==> src/rtl/grf_pkg.sv <==
// Shared types and helpers for the multi-port register file: port-priority match, clog2, trace field ids.
// Only pure functions and constants; no state.
package grf_pkg;

    localparam int DEFAULT_DW   = 32;
    localparam int DEFAULT_NREG = 32;
    localparam int MAX_NW       = 4;
    localparam int MAX_AW       = 8;
    localparam int TRC_PC_W     = 32;

    typedef enum logic [1:0] {
        TRC_FLD_PC   = 2'd0,
        TRC_FLD_REG  = 2'd1,
        TRC_FLD_DATA = 2'd2
    } trc_fld_e;

    typedef struct packed {
        logic       hit;
        logic [1:0] idx;
    } prio_t;

    function automatic int clog2(input int n);
        int r = 0;
        int v = n - 1;
        while (v > 0) begin
            r++;
            v = v >> 1;
        end
        return r;
    endfunction

    // Ascending scan so the highest-index enabled port targeting addr wins.
    function automatic prio_t prio_match(input logic [MAX_AW-1:0]        addr,
                                         input logic [MAX_NW-1:0]        wr_en,
                                         input logic [MAX_NW*MAX_AW-1:0] wr_addr);
        prio_t res;
        res.hit = 1'b0;
        res.idx = 2'd0;
        for (int w = 0; w < MAX_NW; w++) begin
            if (wr_en[w] && (wr_addr[w*MAX_AW +: MAX_AW] == addr)) begin
                res.hit = 1'b1;
                res.idx = 2'(w);
            end
        end
        return res;
    endfunction

endpackage

==> src/rtl/grf_mp_if.sv <==
// Decode/writeback bundle of the register file: read ports, write ports, issue marking, scoreboard status.
// master = pipeline side, slave = register file.
interface grf_mp_if #(
    parameter int DW   = grf_pkg::DEFAULT_DW,
    parameter int NREG = grf_pkg::DEFAULT_NREG,
    parameter int NR   = 2,
    parameter int NW   = 1
);
    localparam int AW = grf_pkg::clog2(NREG);

    logic [NR*AW-1:0] rd_addr;
    logic [NR*DW-1:0] rd_data;
    logic [NR-1:0]    rd_pending;
    logic [NW-1:0]    wr_en;
    logic [NW*AW-1:0] wr_addr;
    logic [NW*DW-1:0] wr_data;
    logic [NW*32-1:0] wr_pc;
    logic             iss_en;
    logic [AW-1:0]    iss_addr;
    logic             busy_any;

    modport master (
        output rd_addr, wr_en, wr_addr, wr_data, wr_pc, iss_en, iss_addr,
        input  rd_data, rd_pending, busy_any
    );

    modport slave (
        input  rd_addr, wr_en, wr_addr, wr_data, wr_pc, iss_en, iss_addr,
        output rd_data, rd_pending, busy_any
    );
endinterface

==> src/rtl/grf_scoreboard.sv <==
// Pending-write bit per register: issue sets, retiring write clears, issue wins a tie.
// Latency: issue visible next cycle; lookup combinational. No backpressure.
module grf_scoreboard
    import grf_pkg::*;
#(
    parameter int NREG     = DEFAULT_NREG,
    parameter int NR       = 2,
    parameter int ZERO_REG = 1,
    localparam int AW      = clog2(NREG)
) (
    input  logic             clk,
    input  logic             reset,
    input  logic [NREG-1:0]  clr,
    input  logic             iss_en,
    input  logic [AW-1:0]    iss_addr,
    input  logic [NR*AW-1:0] rd_addr,
    output logic [NR-1:0]    rd_pending,
    output logic             busy_any
);

    logic [NREG-1:0] pend;
    logic [NREG-1:0] pend_nxt;
    logic [NREG-1:0] set_v;

    always_comb begin
        set_v = '0;
        if (iss_en) set_v[iss_addr] = 1'b1;
        pend_nxt = (pend & ~clr) | set_v;
        if (ZERO_REG != 0) pend_nxt[0] = 1'b0;
    end

    always_ff @(posedge clk) begin
        if (reset) pend <= '0;
        else       pend <= pend_nxt;
    end

    // A same-cycle write bypasses its data, so that read is no longer waiting.
    always_comb begin
        rd_pending = '0;
        for (int i = 0; i < NR; i++) begin
            rd_pending[i] = pend[rd_addr[i*AW +: AW]] & ~clr[rd_addr[i*AW +: AW]];
        end
    end

    assign busy_any = |pend;

endmodule

==> src/rtl/grf_mp.sv <==
// Multi-port register file with write-through bypass and pending-write scoreboard; trace via CPU_GRF_TRACE_EN.
// Latency: write->storage 1 cycle, write->read 0 cycles (bypass), issue->pending 1 cycle. No backpressure.
module grf_mp
    import grf_pkg::*;
#(
    parameter int DW       = DEFAULT_DW,
    parameter int NREG     = DEFAULT_NREG,
    parameter int NR       = 2,
    parameter int NW       = 1,
    parameter int ZERO_REG = 1
) (
    input  logic        clk,
    input  logic        reset,
    grf_mp_if.slave     bus
`ifdef CPU_GRF_TRACE_EN
    ,
    output logic        trace_valid,
    output logic [31:0] trace_pc
`endif
);

    localparam int AW = clog2(NREG);

    logic [DW-1:0]              regs [NREG];
    logic [MAX_NW-1:0]          en_pad;
    logic [MAX_NW*MAX_AW-1:0]   addr_pad;
    prio_t                      win [NREG];
    logic [NREG-1:0]            wr_hit;

    // Writes to the hardwired zero register are dropped before matching.
    always_comb begin
        en_pad   = '0;
        addr_pad = '0;
        for (int w = 0; w < NW; w++) begin
            addr_pad[w*MAX_AW +: MAX_AW] = MAX_AW'(bus.wr_addr[w*AW +: AW]);
            en_pad[w] = bus.wr_en[w] && !((ZERO_REG != 0) && (bus.wr_addr[w*AW +: AW] == '0));
        end
    end

    always_comb begin
        for (int r = 0; r < NREG; r++) begin
            win[r]    = prio_match(MAX_AW'(r), en_pad, addr_pad);
            wr_hit[r] = win[r].hit;
        end
    end

    always_ff @(posedge clk) begin
        if (reset) begin
            for (int r = 0; r < NREG; r++) regs[r] <= '0;
        end else begin
            for (int r = 0; r < NREG; r++) begin
                if (win[r].hit) regs[r] <= bus.wr_data[int'(win[r].idx)*DW +: DW];
            end
        end
    end

    always_comb begin
        bus.rd_data = '0;
        for (int i = 0; i < NR; i++) begin
            if ((ZERO_REG != 0) && (bus.rd_addr[i*AW +: AW] == '0))
                bus.rd_data[i*DW +: DW] = '0;
            else if (win[bus.rd_addr[i*AW +: AW]].hit)
                bus.rd_data[i*DW +: DW] = bus.wr_data[int'(win[bus.rd_addr[i*AW +: AW]].idx)*DW +: DW];
            else
                bus.rd_data[i*DW +: DW] = regs[bus.rd_addr[i*AW +: AW]];
        end
    end

    grf_scoreboard #(
        .NREG     (NREG),
        .NR       (NR),
        .ZERO_REG (ZERO_REG)
    ) u_sb (
        .clk        (clk),
        .reset      (reset),
        .clr        (wr_hit),
        .iss_en     (bus.iss_en),
        .iss_addr   (bus.iss_addr),
        .rd_addr    (bus.rd_addr),
        .rd_pending (bus.rd_pending),
        .busy_any   (bus.busy_any)
    );

`ifdef CPU_GRF_TRACE_EN
    logic [NW-1:0]       commit;
    logic                trc_any;
    logic [TRC_PC_W-1:0] trc_pc_nxt;

    // A port commits only if it is the winner for its own address.
    always_comb begin
        commit     = '0;
        trc_any    = 1'b0;
        trc_pc_nxt = trace_pc;
        for (int w = 0; w < NW; w++) begin
            if (en_pad[w] && (int'(win[bus.wr_addr[w*AW +: AW]].idx) == w)) begin
                commit[w]  = 1'b1;
                trc_any    = 1'b1;
                trc_pc_nxt = bus.wr_pc[w*32 +: 32];
            end
        end
    end

    always_ff @(posedge clk) begin
        if (reset) begin
            trace_valid <= 1'b0;
            trace_pc    <= '0;
        end else begin
            trace_valid <= trc_any;
            if (trc_any) trace_pc <= trc_pc_nxt;
        end
    end

    always @(posedge clk) begin
        if (!reset) begin
            for (int w = 0; w < NW; w++) begin
                if (commit[w])
                    $display("@%h: $%d <= %h", bus.wr_pc[w*32 +: 32],
                             bus.wr_addr[w*AW +: AW], bus.wr_data[w*DW +: DW]);
            end
        end
    end
`else
    logic unused_pc;
    assign unused_pc = ^bus.wr_pc;
`endif

endmodule

==> src/flat_wrapper.sv <==
// flat-port wrapper written by rule: the top's interface ports become plain ports
module grf_mp_flat import grf_pkg::*;
#(
    parameter int DW       = DEFAULT_DW,
    parameter int NREG     = DEFAULT_NREG,
    parameter int NR       = 2,
    parameter int NW       = 1,
    parameter int ZERO_REG = 1
)
  (clk, reset, bus_rd_addr, bus_wr_en, bus_wr_addr, bus_wr_data, bus_wr_pc, bus_iss_en, bus_iss_addr, bus_rd_data, bus_rd_pending, bus_busy_any);
  grf_mp_if #(.DW(DW), .NREG(NREG), .NR(NR), .NW(NW)) bus_i ();
  input  logic clk;
  input  logic reset;
  input wire logic [$bits(bus_i.rd_addr)-1:0] bus_rd_addr;
  input wire logic [$bits(bus_i.wr_en)-1:0] bus_wr_en;
  input wire logic [$bits(bus_i.wr_addr)-1:0] bus_wr_addr;
  input wire logic [$bits(bus_i.wr_data)-1:0] bus_wr_data;
  input wire logic [$bits(bus_i.wr_pc)-1:0] bus_wr_pc;
  input wire logic [$bits(bus_i.iss_en)-1:0] bus_iss_en;
  input wire logic [$bits(bus_i.iss_addr)-1:0] bus_iss_addr;
  output wire logic [$bits(bus_i.rd_data)-1:0] bus_rd_data;
  output wire logic [$bits(bus_i.rd_pending)-1:0] bus_rd_pending;
  output wire logic [$bits(bus_i.busy_any)-1:0] bus_busy_any;
  assign bus_i.rd_addr = bus_rd_addr;
  assign bus_i.wr_en = bus_wr_en;
  assign bus_i.wr_addr = bus_wr_addr;
  assign bus_i.wr_data = bus_wr_data;
  assign bus_i.wr_pc = bus_wr_pc;
  assign bus_i.iss_en = bus_iss_en;
  assign bus_i.iss_addr = bus_iss_addr;
  assign bus_rd_data = bus_i.rd_data;
  assign bus_rd_pending = bus_i.rd_pending;
  assign bus_busy_any = bus_i.busy_any;
  grf_mp #(.DW(DW), .NREG(NREG), .NR(NR), .NW(NW), .ZERO_REG(ZERO_REG)) u_core (.clk(clk), .reset(reset), .bus(bus_i));
endmodule
==> config.mk <==
export PLATFORM = sky130hd
export DESIGN_NAME = grf_mp_flat
export DESIGN_NICKNAME = d
export VERILOG_FILES = /design/src/rtl/grf_pkg.sv /design/src/rtl/grf_mp_if.sv /design/src/rtl/grf_scoreboard.sv /design/src/rtl/grf_mp.sv /design/src/flat_wrapper.sv
export SDC_FILE = /design/constraint.sdc
export NUM_CORES = 2
export LEC_CHECK = 0
export BUFFER_PORTS_ARGS = -buffer_cell sky130_fd_sc_hd__buf_2
export CAP_MARGIN = 20
export CORE_ASPECT_RATIO = 0.8
export CORE_UTILIZATION = 47
export DETAILED_ROUTE_END_ITERATION = 12
export HOLD_SLACK_MARGIN = 0.05
export SLEW_MARGIN = 15
export SYNTH_ARGS = -nofsm -noshare
export SYNTH_HDL_FRONTEND = slang
export SYNTH_SLANG_ARGS = --single-unit
==> constraint.sdc <==
create_clock -name clk -period 3.7 [get_ports clk]
set_input_delay 0.925 -clock clk [delete_from_list [all_inputs] [get_ports clk]]
set_output_delay 0.925 -clock clk [all_outputs]
set_load 0.01 [all_outputs]
; ---- After elaboration in Yosys (flattened, before gate mapping)
; Memories as Yosys holds them, arrays and structs flattened.
; Index checks and enable logic that the tools add are counted.
; W data, S select, Z words.
[classes]
n_reduce_logical = 40
n_eq_ne = 31
bitwise_logic = 41
shifts = 34
n_lt_le_gt_ge = 6
n_mux = 183
[ops]
columns = op, count
row1 = $mux W32, 37
row2 = $shiftx A32 B8 Y32, 34
row3 = $mux W3, 36
row4 = $mux W1, 103
row5 = $eq A5 B5 Y1 const B, 16
row6 = $eq A5 B4 Y1 const B, 8
row7 = $logic_and A1 B1 Y1, 34
row8 = $and A32 B32 Y32, 1
row9 = $not A32 Y32, 1
row10 = $or A1 B1 Y1, 32
row11 = $or A32 B32 Y32, 1
row12 = $reduce_or A32 Y1, 1
row13 = $bmux W3 S5, 2
row14 = $bmux W1 S5, 4
row15 = $eq A5 B3 Y1 const B, 4
row16 = $lt A5 B6 Y1 const B, 3
row17 = $logic_not A5 Y1, 3
row18 = $ge A6 B6 Y1 const B, 2
row19 = $not A5 Y6, 2
row20 = $eq A5 B2 Y1 const B, 2
row21 = $logic_not A8 Y1, 1
row22 = $demux W1 S5, 1
row23 = $eq A5 B1 Y1 const B, 1
row24 = $ge A5 B1 Y1 const B, 1
row25 = other kinds (3), 5
[word_totals]
mem_count = 1
register_bits = 32
out_inout_bits = 67
ram_bits = 1024
word_cells = 338
[memory_table]
columns = name, depth, width, rd, rd_ports_with_merged_regs, wr, line_no
row1 = u_core.regs, 32, 32, 2, 0, 32, grf_mp.sv:24  ; logic [DW-1:0] regs [NREG];

; ---- Depth between registers and ports, before layout
[depth]
word_depth = 11
depth_mapped = 11
depth_no_buf = 6

; ---- Modules after synthesis
; Synthesis repeated with hierarchy kept, for this count alone.
[hier_totals]
hier_cells = 3416
area_unflattened_um2 = 53463.8
[by_module_without_submodules]
columns = module, cells_each, instances, area_each_um2, seq_area_each_um2
row1 = grf_mp, 3203, 1, 51609.5, 30749.5
row2 = grf_scoreboard, 213, 1, 1854.3, 620.6

; ---- Worst setup path after synthesis
; Ideal clock, no wire load.
[synth_timing]
path_kind = input to output
start = input port bus_rd_addr[0]
end = output port bus_rd_pending[0]
path_slack_ns = 0.198
required_ns = 2.775
path_buffers = 4
arrival_time_ns = 2.577
cell_stages = 9
path_cell_list = buf_6 -> buf_6 -> buf_6 -> buf_6 -> mux4_2 -> mux2_2 -> nand2_1 -> o211ai_1 -> o211a_1
[synth_between]
elab_chain_cells = 4
[synth_rtl]
columns = element, line_no
row1 = from (decl), flat_wrapper.sv:14  ; input wire logic [$bits(bus_i.rd_addr)-1:0] bus_rd_addr;
row2 = $bmux W1 S5, grf_scoreboard.sv:41  ; rd_pending[i] = pend[rd_addr[i*AW +: AW]] & ~clr[rd_addr[i*AW +: AW]];
row3 = $mux W1 (implied by the code), grf_scoreboard.sv:41
row4 = $not A1 Y1, grf_scoreboard.sv:41
row5 = $and A1 B1 Y1 *, grf_scoreboard.sv:41
row6 = to (decl), flat_wrapper.sv:22  ; output wire logic [$bits(bus_i.rd_pending)-1:0] bus_rd_pending;
; Every way passes the cells marked *; elsewhere a longest branch is shown, timed or not. The select of a mux whose other input is x is not followed.

; ---- Final worst setup path
[layout_timing]
start = input port bus_rd_addr[0]
end = output port bus_rd_data[7]
[layout_between]
elab_chain_cells = 7
[layout_rtl]
columns = element, line_no
row1 = $not A5 Y6 (implied by the code), "grf_mp.sv:62, grf_mp.sv:63"
row2 = $bmux W3 S5, "grf_mp.sv:62, grf_mp.sv:63"
row3 = $mux W3 (implied by the code) (2 in a row), grf_mp.sv:63  ; bus.rd_data[i*DW +: DW] = bus.wr_data[int'(win[bus.rd_addr[i*AW +: AW]].idx)*DW +: DW];
row4 = $shiftx A32 B8 Y32, grf_mp.sv:63
row5 = $mux W32, grf_mp.sv:62  ; else if (win[bus.rd_addr[i*AW +: AW]].hit)
row6 = $mux W32 *, grf_mp.sv:60  ; if ((ZERO_REG != 0) && (bus.rd_addr[i*AW +: AW] == '0))
row7 = to (decl), flat_wrapper.sv:21  ; output wire logic [$bits(bus_i.rd_data)-1:0] bus_rd_data;
; Marks and branches as above.

==> flow_summary.yaml <==
timing:
  fin_tns_setup_ns: -2.23
  max_freq_mhz: 261
  fin_ws_ns: -0.135
  post-route-period-util: 1.04
  setup_viol: 43
  period_minus_slack_ns: 3.83
  slew_viol_final: 0
  rsz0062_at_grt: "yes"
  relSlewSlack: 0.244
  hold_violations: 0
  tightest_slew_ns: 1.13
  clock_skew_ns: 0
worst_setup_path:
  cp_common_cell: "buf_16"
  worstPathCellList: "buf_16 > buf_16 > xor2_4 > a21oi_2 > buf_4 > a31oi_2 > a31o_4 > buf_12 > buf_16 > o2111a_2 > nor3_2 > buf_2"
  cp_num_cells: 12
  r2r-end: "u_core.u_sb.pend[3]$_SDFF_PP0_"
  cp.required_ns: 2.77
  critPathMaxFanout: 7
  crit_path_start_kind: "input port"
  ff2ff_path_depth: 1
  critPathBufInv: 6
  r2r-start: "u_core.u_sb.pend[3]$_SDFF_PP0_"
  crit_type: "in2out"
  cp-end-kind: "output port"
  rrSetupSlack_ns: 2.99
  critPathSlowestCell: "a31o_4"
  cp.arrival_ns: 2.91
  cpLargestDelayFamily: "buffers and inverters"
  max_stage_delay_ns: 0.27
global_route:
  grt_pass1_vias: 37800
  grt_first_pass_wirelength_um: 295000
  grt.overflow.total: 0
  antenna_found_initial: 7
  gr-usage-all-layers: 0.375
  grt_max_degree: 36
hold_path:
  whs_path_depth: 2
  hp-class: "reg2reg"
  hold_path_end: "u_core.u_sb.pend[27]$_SDFF_PP0_"
  hold_path_startpoint: "u_core.u_sb.pend[27]$_SDFF_PP0_"
clocking:
  clkTransAtPathRegs_ns: 0.06
  h-tree-depth: 3
  worstSkewPairLatency_ns: 0.72
  clock_sinks: 1055
  numCtsBuffers: 109
  cts_tree: "yes"
  root_buffer: "clkbuf_16"
  clockBufferDepth: 3
outcome:
  violations: "negative setup slack"
  status: "complete, but fails checks"
power_and_ir_drop:
  vdd_drop_max_uv: 369
  p_leak_uw: 0.0247
  p_per_area_nw_per_um2: 464
logic_synthesis:
  synth-async-reset-ratio: 0
  ys_types: 65
  synth_top_area_share: 0.580
  synth_edf_count: 1024
  syn_area_um2: 53000
  ys_ff_latch: 1055
  syn_inst: 3707
  seq_area_frac_synth: 0.591
  synthTopCellsByArea: "edfxtp_1 58%, mux4_2 15%, mux2i_1 7.9%, nor2_1 4.3%, a22oi_1 2.6%"
  yosys_warnings: 0
  yosys_most_used_dff: "edfxtp_1"
  yosysTopAreaCell: "edfxtp_1"
  synth.avg_cell_area_um2: 14.3
floorplanning:
  die_area_um2: 114000
  core_area_um2: 111000
  ios: 155
  die_w_um: 378
  start_util: 0.477
  rows: 109
  die_y_um: 302
route:
  drt-initial-drc-count: 7123
  drcViolationCount: 0
  ant_nets: 0
  finalWirelength_um: 218000
  vias_per_cell: 6.88
  drt_first_pass_iters: 6
  wire_per_inst_um: 36.9
  routed-via-count: 40700
final_layout:
  final_area_um2: 67100
  nFillCells: 8340
  fin_nets: 4406
  syn_to_final_growth_pct: 26.5
  drive_above_1_share: 0.361
placement:
  io_buffers: 122
  place.gp.congestion: 0.912
  place_hpwl_um: 133000
  place_area_um2: 60000
flow_run:
  cap_violations: 0
## sequential cells by signal, summed over array words and instances, names as in the netlist
| signal | cells |
|---|---|
| u_core.u_sb.pend | 31 |
| u_core.regs | 1024 |
## synth_stat cells (all sizes together) (3+ instances only)
cell type / number
a31oi: 13
nand3: 124
and3: 11
dfxtp: 31
nand2: 187
a21oi: 43
a22oi: 184
a211oi: 4
o211ai: 5
buf: 172
a22o: 28
edfxtp: 1024
inv: 54
xnor2: 5
mux4: 345
o41ai: 3
or2: 4
clkbuf: 159
nor2: 606
o221ai: 6
a32o: 14
mux2i: 420
and4: 18
o22ai: 20
nand2b: 5
nor2b: 25
nand4: 22
and3b: 4
nand3b: 7
a221oi: 39
xor2: 3
and2: 10
nor3: 23
nor4: 9
nor3b: 7
o21ai: 32
mux2: 14
o31ai: 9
## power by group
group | switching [µW] | total (µW) | internal, µW | leakage [µW]
sequential | 429 | 14400 | 14000 | 0.0101
combinational | 2830 | 5070 | 2230 | 0.0128
clock | 4960 | 11600 | 6680 | 0.00181
## cell usage in the layout, fill, tap and decap left out, types with 109 or more instances in the layout
cell type	netlist	routed
edfxtp_1	1024	1024
nor2_1	605	596
buf_4	28	457
mux2i_1	420	410
mux4_2	345	345
a22oi_1	184	154
buf_12	0	140
nand2_1	187	135
clkbuf_16	0	123
buf_2	107	109
## logic make-up (layout without fill, tap and decap cells)
kind of cell | Yosys count | after routing | synth area share
AOI/OAI and AO/OA | 411 | 411 | 0.0567
xor gates and xnor gates | 8 | 8 | 0.00132
buffers and inverters | 385 | 1058 | 0.0348
DFF | 1055 | 1055 | 0.591
muxes | 779 | 779 | 0.229
other | 1 | 35 | 0.0000707
and+or+nand+nor | 1068 | 1068 | 0.0869
## metal layers
metal / part of all wire / track usage
met1: 0.37 / 0.537
met2: 0.43 / 0.537
met3: 0.15 / 0.107
met4: 0.047 / 0.160
met5: 0.00012 / 0
## area by class of cell
cell class,instances,area (µm²),area share
sequential,1055,31400,0.467
multi-input combinational,2298,21400,0.318
inverter,54,205,0.00306
antenna,3,7.51,0.000112
clock inverter,76,873,0.0130
tap,1498,1870,0.0279
timing repair buffer,800,8570,0.128
clock buffer,128,2840,0.0423
## how the worst max path moves through the flow
stage                        start           endpoint
global placement    bus_rd_addr[5]    bus_rd_data[58]
floorplan           bus_rd_addr[0]  bus_rd_pending[0]
global route        bus_rd_addr[0]     bus_rd_data[7]
finish              bus_rd_addr[0]     bus_rd_data[7]
CTS                 bus_rd_addr[0]    bus_rd_data[19]
detailed placement  bus_rd_addr[0]    bus_rd_data[10]
## through the flow
step,setup WS (ns),total power [µW],std cells,util,hold WS (ns)
2_1_floorplan,0.198,16800,3738,-,0.465
3_3_place_gp,-0.355,18900,5564,0.539,0.487
3_5_place_dp,-0.376,19000,5564,0.539,0.492
4_1_cts,-0.0655,30700,5832,0.589,0.503
5_1_grt,-0.172,31700,5909,0.604,0.532
6_report,-0.135,31100,5912,0.604,0.504
## what timing repair did
item	in CTS	in global routing
cloned	17	13
endpoints found under the setup margin	66	65
setup buffers	50	68
pin swaps	50	75
gates resized for setup	213	162
hold buffers	0	0
No activity file was read; power rests on OpenSTA's default activity.
